File: config.mk
export PLATFORM = sky130hd
export DESIGN_NAME = apb_requester_fsm
export DESIGN_NICKNAME = d
export VERILOG_FILES = /design/src/rtl/apb_requester_fsm.sv
export SDC_FILE = /design/constraint.sdc
export NUM_CORES = 1
export LEC_CHECK = 0
export BUFFER_PORTS_ARGS = -buffer_cell sky130_fd_sc_hd__buf_2
export CORE_AREA = 2 2 118 120
export DETAILED_ROUTE_END_ITERATION = 16
export DIE_AREA = 0 0 120 122
export GPL_ROUTABILITY_DRIVEN = 0
export PLACE_DENSITY_LB_ADDON = 0.3
export SLEW_MARGIN = 20
export SYNTH_ARGS = -nofsm -noshare
export SYNTH_HDL_FRONTEND = slang
export SYNTH_SLANG_ARGS = --single-unit
File: constraint.sdc
create_clock -name pclk -period 4.7 [get_ports pclk]
set_input_delay 0.94 -clock pclk [delete_from_list [all_inputs] [get_ports pclk]]
set_output_delay 0.94 -clock pclk [all_outputs]
set_load 0.02 [all_outputs]
File: src/rtl/apb_requester_fsm.sv
// apb_requester_fsm: turns a valid/ready command stream into single-outstanding APB4 transfers
module apb_requester_fsm #(
    parameter int ADDR_WIDTH     = 32,
    parameter int DATA_WIDTH     = 32,
    parameter int TIMEOUT_CYCLES = 16
) (
    input  logic                    pclk,
    input  logic                    preset,
    input  logic                    cmd_valid,
    output logic                    cmd_ready,
    input  logic [ADDR_WIDTH-1:0]   cmd_addr,
    input  logic                    cmd_write,
    input  logic [DATA_WIDTH-1:0]   cmd_wdata,
    input  logic [DATA_WIDTH/8-1:0] cmd_strb,
    input  logic [2:0]              cmd_prot,
    output logic                    rsp_valid,
    input  logic                    rsp_ready,
    output logic [DATA_WIDTH-1:0]   rsp_rdata,
    output logic                    rsp_err,
    output logic                    rsp_timeout,
    output logic [ADDR_WIDTH-1:0]   paddr,
    output logic [2:0]              pprot,
    output logic                    pnse,
    output logic                    psel,
    output logic                    penable,
    output logic                    pwrite,
    output logic [DATA_WIDTH-1:0]   pwdata,
    output logic [DATA_WIDTH/8-1:0] pstrb,
    input  logic                    pready,
    input  logic [DATA_WIDTH-1:0]   prdata,
    input  logic                    pslverr
);
    localparam int CW = TIMEOUT_CYCLES > 0 ? $clog2(TIMEOUT_CYCLES + 1) : 1;

    typedef enum logic [1:0] {IDLE, SETUP, ACCESS, RESP} state_t;

    state_t        state;
    logic [CW-1:0] cnt;
    logic          expire;

    assign pnse = 1'b0;

    // This ACCESS cycle is the one that brings the wait count up to the limit
    always_comb begin
        expire = TIMEOUT_CYCLES != 0 && int'(cnt) + 1 >= TIMEOUT_CYCLES;
    end

    // Transfer sequencer with all bus and response outputs registered
    always_ff @(posedge pclk or posedge preset) begin
        if (preset) begin
            state       <= IDLE;
            cnt         <= '0;
            cmd_ready   <= 1'b0;
            psel        <= 1'b0;
            penable     <= 1'b0;
            pwrite      <= 1'b0;
            paddr       <= '0;
            pwdata      <= '0;
            pstrb       <= '0;
            pprot       <= '0;
            rsp_valid   <= 1'b0;
            rsp_rdata   <= '0;
            rsp_err     <= 1'b0;
            rsp_timeout <= 1'b0;
        end else begin
            case (state)
                IDLE: begin
                    cmd_ready <= 1'b1;
                    if (cmd_valid && cmd_ready) begin
                        cmd_ready <= 1'b0;
                        paddr     <= cmd_addr;
                        pwrite    <= cmd_write;
                        pwdata    <= cmd_wdata;
                        pstrb     <= cmd_write ? cmd_strb : '0;
                        pprot     <= cmd_prot;
                        psel      <= 1'b1;
                        cnt       <= '0;
                        state     <= SETUP;
                    end
                end
                SETUP: begin
                    penable <= 1'b1;
                    state   <= ACCESS;
                end
                ACCESS: begin
                    cnt <= (cnt == '1) ? cnt : cnt + 1'b1;
                    if (pready) begin
                        psel        <= 1'b0;
                        penable     <= 1'b0;
                        rsp_valid   <= 1'b1;
                        rsp_err     <= pslverr;
                        rsp_timeout <= 1'b0;
                        rsp_rdata   <= pwrite ? '0 : prdata;
                        state       <= RESP;
                    end else if (expire) begin
                        psel        <= 1'b0;
                        penable     <= 1'b0;
                        rsp_valid   <= 1'b1;
                        rsp_err     <= 1'b1;
                        rsp_timeout <= 1'b1;
                        rsp_rdata   <= '0;
                        state       <= RESP;
                    end
                end
                RESP: begin
                    if (rsp_ready) begin
                        rsp_valid <= 1'b0;
                        cmd_ready <= 1'b1;
                        state     <= IDLE;
                    end
                end
                default: state <= IDLE;
            endcase
        end
    end
endmodule

==> flow_metrics.tcl, run 1 <==
set metrics [dict create \
    status "complete, no violations" \
    synthesis.nets 421 \
    finalSetupViolCount 0 \
    maxCapViolations 0 \
    initial_core_util_pct 33.8 \
    crit_chain "ha_1 > and3_2 > ha_1 > a311oi_1 > a221oi_2 > mux2_4" \
    p_comb_share_pct 39.6 \
    fin_util_pct 47.4 \
    fin_worst_skew_ns 0.00615 \
    grt_busiest_layer "met2" \
    tritoncts "built" \
    p_clk_share_pct 25.2 \
    clock-sinks 117 \
    slew_viol_final 0 \
    port_buffers 219 \
    nNetsFinal 646 \
    die_y_um 122 \
    path_class "reg -> reg" \
    grt_pass1_wl_mm 16.6 \
    netlist_area_um2 4560 \
    hold_viol 0 \
    wl_per_cell_um 15.0 \
    path_buf_inv 0 \
    switching_share_pct 36.4 \
    synth-edff-count 0 \
    setup_tns_ns 0 \
    drive_above_1_share_pct 58.9 \
    first_global_vias 3324 \
    route.vias.total 3335 \
    grtUsageMet3_pct 4.03 \
    vdd_ir_drop_max_uv 267 \
    post_cts_resize_count 0 \
    worstPathArrival_ns 2.53 \
    grt_util_met1_pct 17.5 \
    dp_hpwl_mm 7.75 \
    synth_cells 306 \
    drtPass1Iterations 4 \
    worst_ep_required_time_ns 4.98 \
    ys_seq_area_share_pct 64.2 \
    grt.total_usage_pct 14.7 \
    first_iter_violations 112 \
    end_kind "flop" \
    critPathMaxFanout 7 \
    areaGrowthSynthToFinish_pct 40.2 \
    cellPowerDensity_nw_per_um2 763 \
    worst_setup_path_start_kind "flop" \
    cts-root-buf "clkbuf_16" \
    internal_power_mw 3.10 \
    overflow 0 \
    async_flop_share_pct 100 \
    clk_pin_slew_worst_paths_ns 0.05 \
    grt_max_degree 79 \
    critPathSlowestCell "dfrtp_1" \
    crit_top_cell "ha_1" \
    ys.flop_type "dfrtp_1" \
    leakagePower_nw 3.30 \
    relSlewSlack_pct 59.0 \
    final.min_clock_period_ns 2.25 \
    rsz0062_at_grt "no" \
    die_w_um 120 \
    seq_power_share_pct 35.2 \
    clk_path_buf_depth 2 \
    drc 0 \
    postCtsSetupBuffers 0 \
    synth-seq-cells 117 \
    ant_nets 0 \
    period_share_pct 47.9 \
    num_rows 43 \
    cts_made_buffers 17 \
    ios 221 \
    routed_wl_mm 10.8 \
    yosysWarnings 0 \
    max_freq_mhz 444 \
    p_sw_mw 1.78 \
    critPathTopFamily "adder cells" \
    via_per_inst 4.63 \
    worst_slew_pin_slew_ns 0.615 \
    cpPeakStageDelay_ns 0.46 \
    grtUsageMet2_pct 24.3 \
    syn_area_per_cell_um2 14.9 \
    ctsHoldBuffers 0 \
    die-area_um2 14600 \
    min_path_type "reg -> reg" \
    antenna_found_initial 0 \
    core_um2 13500 \
    synth.distinct_cells 36 \
    antenna_cells 0 \
    cts_max_level 4 \
    clk_latency_ns 0.40 \
]
==> placed cells by master (no fill, tap or decap), types with 2 or more instances in the layout <==
| master | count |
|---|---|
| a21oi_1 | 2 |
| a22o_1 | 33 |
| a311oi_1 | 2 |
| buf_2 | 219 |
| buf_4 | 2 |
| bufinv_16 | 2 |
| clkbuf_1 | 2 |
| clkbuf_16 | 17 |
| clkbuf_8 | 4 |
| clkinv_2 | 3 |
| dfrtp_1 | 117 |
| ha_1 | 5 |
| inv_1 | 4 |
| mux2_1 | 10 |
| mux2_2 | 58 |
| nand2_1 | 15 |
| nor2_1 | 7 |
| o21ai_0 | 11 |
| o21ai_1 | 2 |
| xnor2_1 | 2 |
==> worst paths after layout <==
kind / start / endpoint / slack [ns] / cells after the start
setup / recovery: cnt[0] / state[1] / 2.45 / 6
hold / removal: pstrb[0] / pstrb[0] / 0.48 / 2
setup reg to reg: cnt[0] / state[1] / 2.45 / 6
hold reg to reg: pstrb[0] / pstrb[0] / 0.48 / 2
max in group asynchronous: preset / cnt[2] / 3.24 / 3
min in group asynchronous: preset / pprot[0] / 0.59 / 2
==> power groups by stage <==
| stage | combinational, mW | sequential, mW | clock, mW |
|---|---|---|---|
| final | 1.93 | 1.72 | 1.23 |
| after detailed placement | 1.96 | 1.73 | 0 |
| after CTS | 1.96 | 1.72 | 1.27 |
| after floorplan | 0.751 | 2.27 | 0 |
| after global placement | 1.91 | 1.71 | 0 |
| after global routing | 2.07 | 1.77 | 1.32 |
==> kinds of logic after synthesis <==
| family | share of synthesized area [%] |
|---|---|
| compound gates | 10.1 |
| simple gates | 3.89 |
| mux | 17.1 |
| xor+xnor | 0.384 |
| fa+ha+maj | 1.37 |
| buf+inv | 2.91 |
| other cells | 0.0822 |
| flops | 64.2 |
==> worst min-delay path: cells and delay by family (launching register included) <==
family	cells	cell delay, ns
flops	1	0.34
simple gates	1	0.05
compound gates	1	0.06
==> cell type report <==
class                           instances  area (um^2)
Inverter                                5         21.3
Timing Repair Buffer                  223         1150
Multi-Input combinational cell        167         1510
Tap cell                              180          225
Clock buffer                           23          488
Sequential cell                       117         2930
Clock inverter                          5         75.1
Fill cell                            1261         7110
==> synthesized netlist by cell type, types with 2 or more instances <==
library cell    n  area share, %
ha_1            5            1.4
buf_8           3           0.99
inv_1           5           0.41
a311oi_1        2           0.38
mux2_2         58             14
nor2_1          8           0.66
o21ai_0        11            1.2
dfrtp_1       117             64
clkbuf_1        3           0.25
mux2_1         10            2.5
xnor2_1         2           0.38
o21ai_1         2           0.22
a21oi_1         2           0.22
buf_2          10            1.1
a22o_1         33            6.3
nand2_1        15            1.2
==> flip-flops by register name, indices dropped and copies added (netlist names) <==
register and count:
state 2, rsp_timeout 1, psel 1, penable 1
pstrb 4, pwrite 1, rsp_rdata 32, rsp_err 1
paddr 32, cmd_ready 1, rsp_valid 1, pwdata 32
cnt 5, pprot 3
==> layer usage <==
layer | up-vias | wire length (um) | part of all wire (%)
met5 | - | 0 | 0
met4 | 0 | 256 | 2.4
met3 | 20 | 516 | 4.8
met2 | 106 | 5680 | 53
met1 | 1652 | 4320 | 40
li1 | 1557 | - | -
==> metrics by stage <==
step	area (um^2)	hold WS (ns)	power, mW	worst slack (ns)	std cells
2_1_floorplan	4560	0.484	3.02	0.659	306
3_3_place_gp	5800	0.461	3.62	2.07	690
3_5_place_dp	5810	0.469	3.68	2.02	691
4_1_cts	6370	0.481	4.94	2.28	719
5_1_grt	6390	0.490	5.17	2.24	720
6_report	6390	0.478	4.88	2.45	720
(Power assumes the default switching activity.)
==> inputs of run 2 (changes only) <==
Settings changed: ABC_AREA set to 1, CORE_AREA 2 2 118 120 to 2 2 120 122, DIE_AREA 0 0 120 122 to 0 0 122 124.
Clock period 4.7 ns to 2.1 ns, I/O delays scaled along.
==> run 2 against run 1 <==
Compared with the run above:
- total power is 130% higher
- cell area grew 3.5%
- wire length increased by 11%
- highest routed layer is now met5
==> flow_metrics.tcl, run 2 <==
set metrics [dict create \
    initial_core_util_pct 34.7 \
    yosysWarnings 0 \
    core_um2 13700 \
    critPathMaxFanout 68 \
    hold_viol 0 \
    drive_above_1_share_pct 36.6 \
    ios 221 \
    grt_max_degree 118 \
    grt_pass1_wl_mm 18.4 \
    mostFrequentLayoutCells "301 x nand2_1, 219 x buf_2, 117 x dfrtp_1" \
    maxCapViolations 0 \
    routed_wl_mm 12.0 \
    finalSetupViolCount 0 \
    max_freq_mhz 531 \
    relSlewSlack_pct 57.5 \
    grtUsageMet2_pct 25.8 \
    synthTopCellsByArea "dfrtp_1 62%, nand2_1 24%, o21ai_1 2.9%, nand2_2 2.0%, buf_2 1.8%" \
    via_per_inst 4.30 \
    synth-edff-count 0 \
    netlist_top_cells_count "301 x nand2_1, 117 x dfrtp_1, 28 x o21ai_1" \
    synth_cells 540 \
    grt_util_met1_pct 19.6 \
    areaGrowthSynthToFinish_pct 39.2 \
    overflow 0 \
    wl_per_cell_um 12.6 \
    cts_made_buffers 17 \
    grt_busiest_layer "met2" \
    dp_hpwl_mm 8.19 \
    drc 0 \
    post_cts_resize_count 0 \
    die_y_um 124 \
    setup_tns_ns 0 \
    fin_worst_skew_ns 0.0111 \
    multiInputGateArea_um2 1630 \
    ys.flop_type "dfrtp_1" \
    tritoncts "built" \
    postCtsSetupBuffers 0 \
    grtUsageMet3_pct 4.90 \
    place_area_um2 6030 \
    worst_setup_path_start_kind "flop" \
    rsz0062_at_grt "no" \
    period_share_pct 89.7 \
    slew_viol_final 0 \
    register_area_um2 2930 \
    mostFrequentLayoutCell "nand2_1" \
    clk_latency_ns 0.41 \
    route.vias.total 4090 \
    cts-root-buf "clkbuf_16" \
    syn_area_per_cell_um2 8.80 \
    cellPowerDensity_nw_per_um2 1660 \
    worstPathArrival_ns 2.16 \
    reg_top3 "paddr: 32 flops, pwdata: 32 flops, rsp_rdata: 32 flops" \
    synthesis.nets 655 \
    ctsHoldBuffers 0 \
    synth.largest_area_cell "dfrtp_1" \
    port_buffers 219 \
    n_fill_cell 1350 \
    drtPass1Iterations 4 \
    min_path_type "in -> async" \
    clock-sinks 117 \
    path_class "reg -> reg" \
    antenna_found_initial 1 \
    power_mw 11.0 \
    clk_pin_slew_worst_paths_ns 0.06 \
    async_flop_share_pct 100 \
    final_area_um2 6620 \
    grt.total_usage_pct 15.8 \
    netlist_area_um2 4750 \
    synth.most_common_cell "nand2_1" \
    vdd_ir_drop_max_uv 862 \
    antenna_cells 0 \
    clk_path_buf_depth 2 \
    first_iter_violations 224 \
    end_kind "flop" \
    placedCellCount 919 \
    worst_ep_required_time_ns 2.37 \
    hold_slack_ns 0.194 \
    yosysTopAreaCellShare_pct 61.6 \
    synth.distinct_cells 20 \
    worst_slew_pin_slew_ns 0.638 \
    ys_seq_area_share_pct 61.6 \
    die-area_um2 15100 \
    first_global_vias 3808 \
    nNetsFinal 873 \
    num_rows 43 \
    status "complete, no violations" \
    synth-seq-cells 117 \
    leakagePower_nw 3.73 \
    ant_nets 0 \
    final.min_clock_period_ns 1.88 \
    cts_max_level 4 \
    die_w_um 122 \
    stdcell_count 951 \
]
run 2: cell types whose count changed after synthesis, moves of 7 or more:
cell | before | now
a22o_1 | 33 | 0
mux2_1 | 10 | 0
nand2_2 | 0 | 15
mux2_2 | 58 | 0
nand2_1 | 15 | 301
buf_2 | 10 | 17
o21ai_1 | 2 | 28
run 2: logic make-up after synthesis:
logic type	count (synthesis)	synth area share, %
and+or+nand+nor	330	27.3
other	1	0.0789
adders and majority gates	5	1.32
buffers and inverters	39	4.24
DFF	117	61.6
AOI/OAI and AO/OA	48	5.45
run 2: path summary, 6_finish.rpt:
| check | startpoint | to | slack [ns] | cells after the start |
|---|---|---|---|---|
| max | cnt[0] | rsp_rdata[26] | 0.22 | 9 |
| min | preset | rsp_rdata[8] | 0.19 | 3 |
| max reg2reg | cnt[0] | rsp_rdata[26] | 0.22 | 9 |
| min reg2reg | penable | penable | 0.46 | 2 |
| max in group asynchronous | preset | rsp_rdata[30] | 1.40 | 3 |
| min in group pclk | cmd_addr[20] | paddr[20] | 0.20 | 3 |
run 2: worst max-delay path, cell delays in order (launching register included):
cell	delay (ns)
dfrtp_1	0.39
ha_1	0.21
nand2_1	0.08
nor2_1	0.04
ha_1	0.28
nor2_1	0.15
nand2_2	0.09
nand2_2	0.08
buf_12	0.26
o21ai_0	0.13
run 2: area by class of cell:
| type | instances | area share (%) |
|---|---|---|
| well taps | 180 | 3.40 |
| clock buffers | 19 | 6.54 |
| multi-input cells | 384 | 24.6 |
| repair buffers | 226 | 18.1 |
| clock inverters | 13 | 2.40 |
| inverters | 12 | 0.737 |
| flip-flops and latches | 117 | 44.2 |
run 2: through the flow:
stage	worst slack, ns	util [%]
after floorplan	0.253	-
after global placement	0.272	43.9
after detailed placement	0.215	43.9
after CTS	0.212	48.3
after global routing	0.00886	48.3
final	0.217	48.3
run 2: report_power, final:
part | switching (mW) | total [mW] | internal, mW
clock | 1.02 | 2.88 | 1.86
combinational | 2.91 | 4.37 | 1.46
sequential | 0.520 | 3.78 | 3.26
run 2: metal layers:
layer  routed length (um)  up-vias
met5                   11        -
met4                  190        2
met3                  592       15
met2                 6010      106
met1                 5150     1865
li1                     -     2102
==> inputs of run 3 (changes only) <==
Clock period 2.1 ns to 2.4 ns, I/O delays scaled along.
==> run 3 against run 2 <==
Compared with the run above:
- setup slack better by 0.20 ns
- global-route usage is 0.50 points higher
- total power is 14% lower
- maximum frequency is 5.2% lower
- utilization is 0.16 points lower
- largest cell class unchanged
- combinational power is 13% lower
- sequential share of layout area is 0.15 points higher
- cell area is 0.34% lower
- clock power is 17% lower
- critical endpoint is now rsp_rdata[29]
- critical path depth stayed put
- wire length is 2.2% higher
==> flow_metrics.tcl, run 3 (same netlist as run 2, synthesis figures left out) <==
set metrics [dict create \
    status "complete, no violations" \
    cts_made_buffers 17 \
    finalSetupViolCount 0 \
    areaGrowthSynthToFinish_pct 38.8 \
    route.vias.total 4121 \
    die_y_um 124 \
    crit_chain "ha_1 > nand2_1 > nor2_1 > ha_1 > nor2_1 > nand2_2 > nand2_2 > buf_4 > o21ai_0" \
    grt_pass1_wl_mm 18.9 \
    cts-root-buf "clkbuf_16" \
    final.min_clock_period_ns 1.99 \
    cp.depth 9 \
    num_rows 43 \
    clk_latency_ns 0.40 \
    path_buf_inv 1 \
    clock-sinks 117 \
    cts_max_level 4 \
    ctsHoldBuffers 0 \
    overflow 0 \
    dp_hpwl_mm 8.56 \
    worst_setup_path_start_kind "flop" \
    die-area_um2 15100 \
    critPathSlowestCell "dfrtp_1" \
    vdd_ir_drop_max_uv 601 \
    routed_wl_mm 12.2 \
    critPathMaxFanout 16 \
    cpPeakStageDelay_ns 0.39 \
    max_freq_mhz 503 \
    worstPathArrival_ns 2.26 \
    drtPass1Iterations 7 \
    tritoncts "built" \
    wl_per_cell_um 12.8 \
    fin_worst_skew_ns 0.00542 \
    clk_path_buf_depth 2 \
    nNetsFinal 875 \
    mostFrequentLayoutCell "nand2_1" \
    drc 0 \
    maxCapViolations 0 \
    via_per_inst 4.32 \
    worst_slew_pin_slew_ns 0.586 \
    antenna_found_initial 1 \
    ios 221 \
    grt_max_degree 70 \
    initial_core_util_pct 34.7 \
    drive_above_1_share_pct 36.9 \
    r2r_cells 9 \
    post_cts_resize_count 0 \
    clk_pin_slew_worst_paths_ns 0.06 \
    mostFrequentLayoutCells "301 x nand2_1, 219 x buf_2, 117 x dfrtp_1" \
    ant_nets 0 \
    first_iter_violations 225 \
    period_share_pct 82.8 \
    path_class "reg -> reg" \
    stdcell_count 953 \
    hold_viol 0 \
    leakagePower_nw 3.73 \
    relSlewSlack_pct 60.9 \
    reg_top3 "paddr: 32 flops, pwdata: 32 flops, rsp_rdata: 32 flops" \
    end_kind "flop" \
    placedCellCount 921 \
    antenna_cells 0 \
    cellPowerDensity_nw_per_um2 1440 \
    die_w_um 122 \
    port_buffers 219 \
    postCtsSetupBuffers 0 \
    setup_tns_ns 0 \
    slew_viol_final 0 \
    core_um2 13700 \
    first_global_vias 3799 \
    rsz0062_at_grt "no" \
    worst_ep_required_time_ns 2.68 \
    critPathTopFamily "simple AND/OR/NAND/NOR gates" \
    grt.total_usage_pct 16.3 \
    min_path_type "in -> async" \
]
## run 3: final timing paths
kind / start / end / slack, ns
setup / recovery: cnt[0] / rsp_rdata[29] / 0.41
hold / removal: preset / pwdata[12] / 0.12
min in group pclk: cmd_wdata[30] / pwdata[30] / 0.27
hold reg to reg: rsp_valid / rsp_valid / 0.46
setup reg to reg: cnt[0] / rsp_rdata[29] / 0.41
max in group asynchronous: preset / cnt[3] / 1.52
## run 3: worst reg2reg max path, stage by stage (launching register included)
cell and delay (ns):
dfrtp_1 0.39, ha_1 0.21, nand2_1 0.08, nor2_1 0.04, ha_1 0.28, nor2_1 0.16
nand2_2 0.10, nand2_2 0.25, buf_4 0.25, o21ai_0 0.11
## run 3: through the flow
| stage | setup WS [ns] | cell area [um^2] | hold slack, ns | total power, mW | utilization (%) |
|---|---|---|---|---|---|
| after floorplan | 0.493 | 4760 | 0.469 | 5.84 | - |
| after global placement | 0.468 | 6030 | 0.449 | 7.15 | 44.0 |
| after detailed placement | 0.423 | 6030 | 0.455 | 7.21 | 44.0 |
| after CTS | 0.410 | 6600 | 0.122 | 9.66 | 48.1 |
| after global routing | 0.192 | 6600 | 0.147 | 10.2 | 48.1 |
| final | 0.414 | 6600 | 0.122 | 9.53 | 48.1 |
## run 3: routing by layer
metal / share of wire (%) / global-route usage, % / up-vias
met1: 43 / 21.2 / 1866
met4: 1.6 / 6.39 / 2
met2: 49 / 25.3 / 130
met3: 6.4 / 5.36 / 15
met5: 0.090 / 0 / -
li1: - / - / 2108
## run 3: power breakdown
part | switching, mW | internal [mW]
registers | 0.465 | 2.85
clock network | 0.880 | 1.51
logic | 2.55 | 1.26
total | 3.90 | 5.63
## run 3: cell type report
class	instances	area, um^2
Tap cell	180	225
Inverter	12	48.8
Fill cell	1375	7120
Timing Repair Buffer	228	1200
Multi-Input combinational cell	384	1630
Sequential cell	117	2930
Clock inverter	14	138
Clock buffer	18	429
